### config.mk
export PLATFORM = sky130hd
export DESIGN_NAME = ctrl_bubble_reg
export DESIGN_NICKNAME = d
export VERILOG_FILES = /design/src/rtl/ctrl_bubble_reg.sv
export SDC_FILE = /design/constraint.sdc
export NUM_CORES = 1
export LEC_CHECK = 0
export ABC_AREA = 1
export CAP_MARGIN = 20
export CORE_MARGIN = 1
export CORE_UTILIZATION = 42
export CTS_BUF_LIST = sky130_fd_sc_hd__clkbuf_4
export DETAILED_ROUTE_END_ITERATION = 8
export PLACE_DENSITY = 0.81
export SLEW_MARGIN = 10
export SYNTH_ARGS = -nofsm -noshare
export SYNTH_HDL_FRONTEND = slang
export SYNTH_SLANG_ARGS = --single-unit
export TNS_END_PERCENT = 1
### constraint.sdc
create_clock -name clk -period 1.75 [get_ports clk]
set_input_delay 0.175 -clock clk [delete_from_list [all_inputs] [get_ports clk]]
set_output_delay 0.175 -clock clk [all_outputs]
set_load 0.01 [all_outputs]
### src/rtl/ctrl_bubble_reg.sv
// ID/EX control pipeline register with load-use stall and branch flush bubble insertion.
// Holds the EX control bundle, detects load-use hazards and counts injected bubbles.
module ctrl_bubble_reg #(
    parameter int                CTRL_W            = 16,
    parameter logic [CTRL_W-1:0] NOP_CTRL          = {CTRL_W{1'b0}},
    parameter int                REG_AW            = 5,
    parameter int                LOAD_STALL_CYCLES = 1,
    parameter int                FLUSH_CYCLES      = 2,
    parameter int                CNT_W             = 16
) (
    input  logic              clk,
    input  logic              rst,
    input  logic              hold_in,
    input  logic              flush_in,
    input  logic [CTRL_W-1:0] ctrl_in,
    input  logic [REG_AW-1:0] rd_in,
    input  logic              is_load_in,
    input  logic [REG_AW-1:0] rs1_in,
    input  logic [REG_AW-1:0] rs2_in,
    input  logic              rs1_used_in,
    input  logic              rs2_used_in,
    output logic [CTRL_W-1:0] ctrl_out,
    output logic [REG_AW-1:0] ex_rd_out,
    output logic              ex_is_load_out,
    output logic              stall_out,
    output logic              busy_out,
    output logic [CNT_W-1:0]  bubble_cnt_out
);

    localparam int CYC_MAX = (LOAD_STALL_CYCLES > FLUSH_CYCLES) ? LOAD_STALL_CYCLES : FLUSH_CYCLES;
    localparam int DC_W    = (CYC_MAX > 2) ? $clog2(CYC_MAX - 1) : 1;

    localparam logic [DC_W-1:0] DC_ZERO    = DC_W'(0);
    localparam logic [DC_W-1:0] DC_ONE     = DC_W'(1);
    localparam logic [DC_W-1:0] STALL_INIT = (LOAD_STALL_CYCLES > 1) ? DC_W'(LOAD_STALL_CYCLES - 2) : DC_W'(0);
    localparam logic [DC_W-1:0] FLUSH_INIT = (FLUSH_CYCLES > 1) ? DC_W'(FLUSH_CYCLES - 2) : DC_W'(0);
    localparam logic [CNT_W-1:0] BCNT_ONE  = CNT_W'(1);

    typedef enum logic [1:0] {
        ST_RUN   = 2'd0,
        ST_STALL = 2'd1,
        ST_FLUSH = 2'd2
    } state_t;

    state_t              state_r, state_s;
    logic [DC_W-1:0]     cnt_r, cnt_s;
    logic [CTRL_W-1:0]   ctrl_r, ctrl_s;
    logic [REG_AW-1:0]   ex_rd_r, ex_rd_s;
    logic                ex_is_load_r, ex_is_load_s;
    logic [CNT_W-1:0]    bubble_cnt_r, bubble_cnt_s;
    logic                bubble_s;
    logic                hazard_s;
    logic                rs1_hit_s, rs2_hit_s;

    // Saturating increment: the counter sticks at all-ones instead of wrapping.
    function automatic logic [CNT_W-1:0] sat_inc(input logic [CNT_W-1:0] v);
        sat_inc = (&v) ? v : (v + BCNT_ONE);
    endfunction

    // Load-use hazard between the instruction in ID and the load held in EX.
    always_comb begin
        rs1_hit_s = rs1_used_in & (rs1_in == ex_rd_r);
        rs2_hit_s = rs2_used_in & (rs2_in == ex_rd_r);
        hazard_s  = (state_r == ST_RUN) & ex_is_load_r & (ex_rd_r != {REG_AW{1'b0}})
                    & (rs1_hit_s | rs2_hit_s);
    end

    // State and pipeline register update.
    always_ff @(posedge clk or posedge rst) begin
        if (rst) begin
            state_r      <= ST_RUN;
            cnt_r        <= DC_ZERO;
            ctrl_r       <= NOP_CTRL;
            ex_rd_r      <= {REG_AW{1'b0}};
            ex_is_load_r <= 1'b0;
            bubble_cnt_r <= {CNT_W{1'b0}};
        end else begin
            state_r      <= state_s;
            cnt_r        <= cnt_s;
            ctrl_r       <= ctrl_s;
            ex_rd_r      <= ex_rd_s;
            ex_is_load_r <= ex_is_load_s;
            bubble_cnt_r <= bubble_cnt_s;
        end
    end

    // Next-state: hold freezes everything, flush beats hazard, bubbles replace the ID bundle.
    always_comb begin
        state_s      = state_r;
        cnt_s        = cnt_r;
        ctrl_s       = ctrl_r;
        ex_rd_s      = ex_rd_r;
        ex_is_load_s = ex_is_load_r;
        bubble_s     = 1'b0;
        if (hold_in) begin
            bubble_s = 1'b0;
        end else if (flush_in) begin
            bubble_s = 1'b1;
            if (FLUSH_CYCLES > 1) begin
                state_s = ST_FLUSH;
                cnt_s   = FLUSH_INIT;
            end else begin
                state_s = ST_RUN;
                cnt_s   = DC_ZERO;
            end
        end else begin
            case (state_r)
                ST_STALL, ST_FLUSH: begin
                    bubble_s = 1'b1;
                    if (cnt_r == DC_ZERO) begin
                        state_s = ST_RUN;
                    end else begin
                        cnt_s = cnt_r - DC_ONE;
                    end
                end
                ST_RUN: begin
                    if (hazard_s) begin
                        bubble_s = 1'b1;
                        if (LOAD_STALL_CYCLES > 1) begin
                            state_s = ST_STALL;
                            cnt_s   = STALL_INIT;
                        end else begin
                            state_s = ST_RUN;
                        end
                    end else begin
                        ctrl_s       = ctrl_in;
                        ex_rd_s      = rd_in;
                        ex_is_load_s = is_load_in;
                    end
                end
                default: begin
                    bubble_s = 1'b1;
                    state_s  = ST_RUN;
                    cnt_s    = DC_ZERO;
                end
            endcase
        end
        if (bubble_s) begin
            ctrl_s       = NOP_CTRL;
            ex_rd_s      = {REG_AW{1'b0}};
            ex_is_load_s = 1'b0;
            bubble_cnt_s = sat_inc(bubble_cnt_r);
        end else begin
            bubble_cnt_s = bubble_cnt_r;
        end
    end

    // Outputs: stall is combinational so the PC/IF-ID freeze lands in the same cycle.
    always_comb begin
        stall_out      = (hazard_s | (state_r == ST_STALL)) & ~flush_in;
        busy_out       = (state_r != ST_RUN);
        ctrl_out       = ctrl_r;
        ex_rd_out      = ex_rd_r;
        ex_is_load_out = ex_is_load_r;
        bubble_cnt_out = bubble_cnt_r;
    end

endmodule

==> results.json <==
{
  "die_h_um": 73.7,
  "cp_data_required_time_ns": 1.57,
  "outcome": "completed",
  "min_period_ns": 1.68,
  "hold_viol": 0,
  "critical_path_arrival_ns": 1.50,
  "clk_pin_slew_ns": 0.13,
  "routedWlPerCell_um": 12.0,
  "syn_inst": 296,
  "grt_pass1_vias": 1999,
  "antennaDiodeCount": 0,
  "path_buf_inv": 2,
  "crit_type": "reg2out",
  "drive_above_1_share_pct": 8.18,
  "drc": 0,
  "crit_path_max_incr_delay_ns": 0.43,
  "cts_num_sinks": 39,
  "cts_tree": "built",
  "place_area_um2": 3010,
  "timing.rr.start": "bubble_cnt_out[0]",
  "gp_congestion": 0.839,
  "crit_chain": "inv_2 > nand2_1 > nand2_1 > nor2_1 > nand3_1 > nand2_1 > nand2_2 > nor2_1 > buf_2",
  "final_area_um2": 3080,
  "cts_max_path_buffers": 2,
  "cts_buffers": 5,
  "crit_path_start_kind": "flop",
  "antenna_found_initial": 0,
  "drtIter0Drc": 84,
  "dp_hpwl_um": 3910,
  "whs_ns": 0.213,
  "grt_max_degree": 40,
  "power_leakage_uw": 0.00146,
  "hp-class": "in2async",
  "critPathTopFamily": "simple AND/OR/NAND/NOR gates",
  "slew_headroom_pct": 67.0,
  "die_area_um2": 5430,
  "synth_fp_nets": 335,
  "syn_avg_cell_area_um2": 7.29,
  "drt_wl_total_um": 5350,
  "final_max_slew_viol_count": 0,
  "final.setup_skew_ns": 0.0209,
  "crit_path_max_fanout": 4,
  "area_delta_synth_final_pct": 42.8,
  "cpMostUsedCell": "nand2_1",
  "via_per_inst": 4.80,
  "maxCapViolCount": 0,
  "finalCoreUtilization_pct": 63.9,
  "first_pass_iters": 4,
  "cts_hold_buf": 0,
  "nets": 417,
  "worst_pin_slew_ns": 0.496,
  "cts_max_level": 2,
  "yosysWarnings": 0,
  "clock_latency_ns": 0.36,
  "pin_count": 78,
  "overflow": 0,
  "placeableCoreArea_um2": 4820,
  "drtAntennaViolNets": 0,
  "slowest_stage": "dfrtp_1",
  "ys_seq_area_share_pct": 45.2,
  "end_kind": "output pin",
  "rsz0062_at_grt": "yes",
  "vias": 2140,
  "track_usage_pct": 21.0,
  "synth_seq_cells": 39,
  "grt_pass1_wl_um": 8710,
  "crit_path_start": "ex_rd_out[4]",
  "ys_types": 21,
  "clk_root_buffer_cell": "clkbuf_4",
  "vdd_drop_max_mv": 0.556,
  "p_per_area_nw_per_um2": 717,
  "syn_area_um2": 2160,
  "setup_viol": 0,
  "num_rows": 25,
  "die_x_um": 73.7,
  "finalCritPeriodShare_pct": 95.9,
  "max_freq_ghz": 0.596,
  "numPortBuffers": 77,
  "initial_utilization_pct": 44.8
}
-- path summary, 6_finish.rpt --
| check | to | slack [ns] | cells after the start |
|---|---|---|---|
| setup reg to reg | bubble_cnt_out[7] | 0.08 | 9 |
| hold / removal | ex_rd_out[0] | 0.21 | 3 |
| hold reg to reg | ctrl_out[8] | 0.50 | 2 |
| setup / recovery | stall_out | 0.07 | 9 |
| max in group asynchronous | bubble_cnt_out[0] | 1.17 | 3 |
| min in group clk | ctrl_out[7] | 0.36 | 3 |
-- final cells by class --
| type | instances | area [µm²] |
|---|---|---|
| Clock buffer | 5 | 37.5 |
| Clock inverter | 3 | 20.0 |
| Multi-Input combinational cell | 215 | 1000 |
| Tap cell | 67 | 83.8 |
| Inverter | 31 | 116 |
| Sequential cell | 39 | 977 |
| Fill cell | 447 | 1740 |
| Timing Repair Buffer | 86 | 846 |
-- cells in the final DEF (no fill, tap or decap), types with 5 or more instances in the layout --
| master | synthesis | layout |
|---|---|---|
| buf_4 | 0 | 8 |
| clkbuf_4 | 0 | 5 |
| nand2_1 | 123 | 123 |
| nand3_1 | 24 | 24 |
| xnor2_1 | 5 | 5 |
| o21ai_0 | 17 | 17 |
| clkdlybuf4s50_1 | 0 | 76 |
| nor3_1 | 6 | 6 |
| inv_1 | 25 | 24 |
| nand4_1 | 5 | 5 |
| dfrtp_1 | 39 | 38 |
| xor2_1 | 6 | 6 |
| inv_2 | 6 | 7 |
| o22ai_1 | 6 | 6 |
| nor2_1 | 16 | 15 |
-- power breakdown --
part           internal [µW]  switching (µW)
Sequential               990            86.5
Clock                    154             314
Combinational            349             314
Total                   1490             714
-- through the flow --
step / setup slack, ns / setup TNS (ns) / std cells / total power (µW)
floorplan: 0.127 / 0 / 296 / 1410
global placement: -0.154 / -0.154 / 437 / 1730
detailed placement: -0.191 / -0.191 / 437 / 1750
CTS: 0.0129 / 0 / 446 / 2220
global route: -0.0491 / -0.134 / 446 / 2340
finish: 0.0709 / 0 / 446 / 2210
-- metal layers --
layer  up-vias  part of all wire [%]  global-route usage [%]
met1       981                    45                    26.6
met4         0                  0.82                    5.77
met3         4                   5.9                    4.39
met2        67                    48                    36.2
met5         -                     0                       0
li1       1088                     -                       -
-- tightest hold or removal path: cells and delay by family --
family / cells / cell delay (ns)
buf+inv: 3 / 0.86
-- timing repair --
action	in CTS	in global routing
endpoints found under the setup margin	1	17
gates cloned	0	0
pin swaps	0	1
gates resized for setup	4	4
buffers inserted	1	0
-- flip-flops by register name (all words and copies together) (netlist names) --
| register | flops |
|---|---|
| bubble_cnt_out | 16 |
| ctrl_out | 16 |
| ex_rd_out | 5 |
| state_r | 1 |
| ex_is_load_out | 1 |
-- cells by family (layout without fill, tap and decap cells) --
family | count (synthesis) | in the layout | share of synthesized area (%)
simple gates | 178 | 178 | 34.5
buf+inv | 42 | 125 | 8.93
flops | 39 | 39 | 45.2
compound gates | 25 | 25 | 6.32
xor+xnor | 11 | 11 | 4.47
fa+ha+maj | 1 | 1 | 0.580
-- cells in the mapped netlist --
library cell  number  area share, %
o21ai_2            1           0.41
xor2_1             6            2.4
xnor2_1            5            2.0
buf_6              4            2.1
o21ai_1            1           0.23
nor2_4             1           0.52
nand3_1           24            5.6
inv_1             25            4.4
o22ai_1            6            1.7
nand2_2            1           0.29
nor3_1             6            1.4
nand4_1            5            1.5
o21ai_0           17            3.9
nand2_4            2            1.0
clkbuf_1           3           0.52
buf_2              4           0.93
dfrtp_1           39             45
ha_1               1           0.58
nor2_1            16            2.8
nand2_1          123             21
inv_2              6            1.0
Power figures use the tool's default switching activity.
==> edit, RTL diff (same flow settings) <==
Make the reset (`rst`) synchronous in one clocked block.
--- a/src/rtl/ctrl_bubble_reg.sv
+++ b/src/rtl/ctrl_bubble_reg.sv
@@ -66,7 +66,7 @@
     end
 
     // State and pipeline register update.
-    always_ff @(posedge clk or posedge rst) begin
+    always_ff @(posedge clk) begin
         if (rst) begin
             state_r      <= ST_RUN;
             cnt_r        <= DC_ZERO;
Check against the original RTL: differs if rst is asserted again (counterexample within 4 cycles, from zero or initial values and one cycle with rst high); with rst held inactive, the same outputs for 10 cycles.
==> edit against the unedited design <==
- area after synthesis decreased by 1.1%
- setup slack better by 0.024 ns
- final area increased by 7.9%
- sequential share of layout area shrank 7.7 points
- routed wire length is 12% higher
- utilization grew 5.0 points
- power decreased by 5.9%
- clock skew is 0.0024 ns higher
- count of clock-buffer cells in the layout stayed put
- largest power group unchanged
- sequential cell count stayed put
- fmax grew 1.4%
==> edit: results (changes against the unedited design) <==
* Global-route wire length before repair at 9130 um (was 8710 um)
* Post-synth top area share at 36.6% (was 45.2%)
* Met1 Track Usage GR at 24.0% (was 26.6%)
* Synth area leaders: dfxtp_1 37%, nand2_1 14%, nor2_1 12% (was dfrtp_1 45%, nand2_1 21%, nand3_1 5.6%)
* Met2 Usage GRT at 40.8% (was 36.2%)
* Layout cells sized above 1 at 15.1% (was 8.18%)
* Worst setup path end: ctrl_out[13] (was stall_out)
* Clock skew at 0.0233 ns (was 0.0209 ns)
* Sequential power share at 46.6% (was 48.8%)
* Multi-input logic area at 1150 sq um (was 1000 sq um)
* Inverters at 40 (was 31)
* Met2 routed WL at 2970 um (was 2560 um)
* WP data arrival at 1.92 ns (was 1.50 ns)
* Netlist cell types at 26 (was 21)
* Clock Power Share at 30.3% (was 21.2%)
* DRT Wirelength at 6020 um (was 5350 um)
* Met1 wire length at 2600 um (was 2430 um)
* GPL Wtd Cong at 0.885 (was 0.839)
* Non-clock buffers at 103 (was 86)
* GRT Total Usage at 21.8% (was 21.0%)
* # fillers at 428 (was 447)
* Max VDD drop at 0.000419 V (was 0.000556 V)
* Non-clock buffer share at 32.0% (was 27.5%)
* Worst flop-to-flop path startpoint: ex_rd_out[4] (was bubble_cnt_out[0])
* Grt met3 use at 4.53% (was 4.39%)
* Synth Area in Adders at 0.587% (was 0.580%)
* XOR/XNOR share of the synthesized area at 2.05% (was 4.47%)
* Reg2Reg Depth at 11 (was 9)
* Leak pwr at 1.46 nW (about the same)
* FF/Latch Area at 798 sq um (was 977 sq um)
* Multi-input gates at 235 (was 215)
* Routed wl met3 at 352 um (was 318 um)
* Worst Path Max Fanout at 8 (was 4)
* Vias at 2398 (was 2140)
* Async SR Flop Fraction at 0% (was 100%)
* Outcome: completed (unchanged)
* CP Class: reg -> reg (was reg -> out)
* Clock-cell share of area at 2.45% (was 1.87%)
* Synth Area in Compound Gates at 3.34% (was 6.32%)
* Vias in the first global route at 2189 (was 1999)
* PostCTS Resize Cnt at 9 (was 4)
* Synth cell count leaders: 82 x nand2_1, 69 x nor2_1, 39 x dfxtp_1 (was 123 x nand2_1, 39 x dfrtp_1, 25 x inv_1)
* Sequential fraction of the synthesis area at 36.6% (was 45.2%)
* DRT iter0 DRCs at 83 (was 84)
* Transition time of the tightest slew-check pin at 0.266 ns (was 0.496 ns)
* Synthesized Nets at 369 (was 335)
* Post-CTS setup buffer count at 2 (was 1)
* Hold Crit Class: in -> reg (was in -> async)
* Clk pwr at 0.000630 W (was 0.000468 W)
* Most common flop cell mapped by yosys: dfxtp_1 (was dfrtp_1)
* Largest net degree at the start of global routing at 17 (was 40)
-- edit: cell types whose count changed in the layout (fill, tap and decap cells not counted), moves of 5 or more --
cell     change
a21oi_1     +12
buf_4       +10
dfrtp_1     -38
dfxtp_1     +31
dfxtp_2      +5
inv_1       +13
nand2_1     -43
nand3_1      -7
nand4_1     +20
nor2_1      +52
nor3_2       +5
o21ai_0     -16
o22ai_1      -5
-- edit: worst min path at each step --
stage | start | endpoint | slack (ns) | depth (start not counted)
global route | ctrl_in[5] | ctrl_out[5] | 0.40 | 3
floorplan | hold_in | state_r[1] | 0.33 | 2
global placement | ctrl_out[6] | ctrl_out[6] | 0.44 | 2
finish | ctrl_in[5] | ctrl_out[5] | 0.38 | 3
CTS | ctrl_in[5] | ctrl_out[5] | 0.37 | 3
detailed placement | ctrl_out[6] | ctrl_out[6] | 0.45 | 2
-- edit: through the flow --
step | worst slack, ns | setup TNS, ns | instance area, sq um | cells
after floorplan | 0.160 | 0 | 2130 | 330
after global placement | -0.166 | -4.71 | 3120 | 479
after detailed placement | -0.194 | -5.60 | 3120 | 479
after CTS | 0.00208 | 0 | 3220 | 489
after global routing | -0.0253 | -0.0385 | 3320 | 492
final | 0.0948 | 0 | 3320 | 492
-- edit: critical path, stage by stage (launching register included) --
cell	delay, ns
dfxtp_4	0.39
nor2_1	0.14
nand4_1	0.11
nand3b_1	0.11
inv_1	0.07
nand2_4	0.08
buf_6	0.13
nand2_8	0.09
nand2_2	0.09
nand2_4	0.09
buf_12	0.14
nor3_1	0.13
-- edit: cell families (layout without fill, tap and decap cells) --
kind of cell	after synthesis	in the layout
xor gates and xnor gates	5	5
adders and majority gates	1	1
AOI/OAI and AO/OA	14	14
buffers and inverters	56	151
and+or+nand+nor	215	215
DFF	39	39
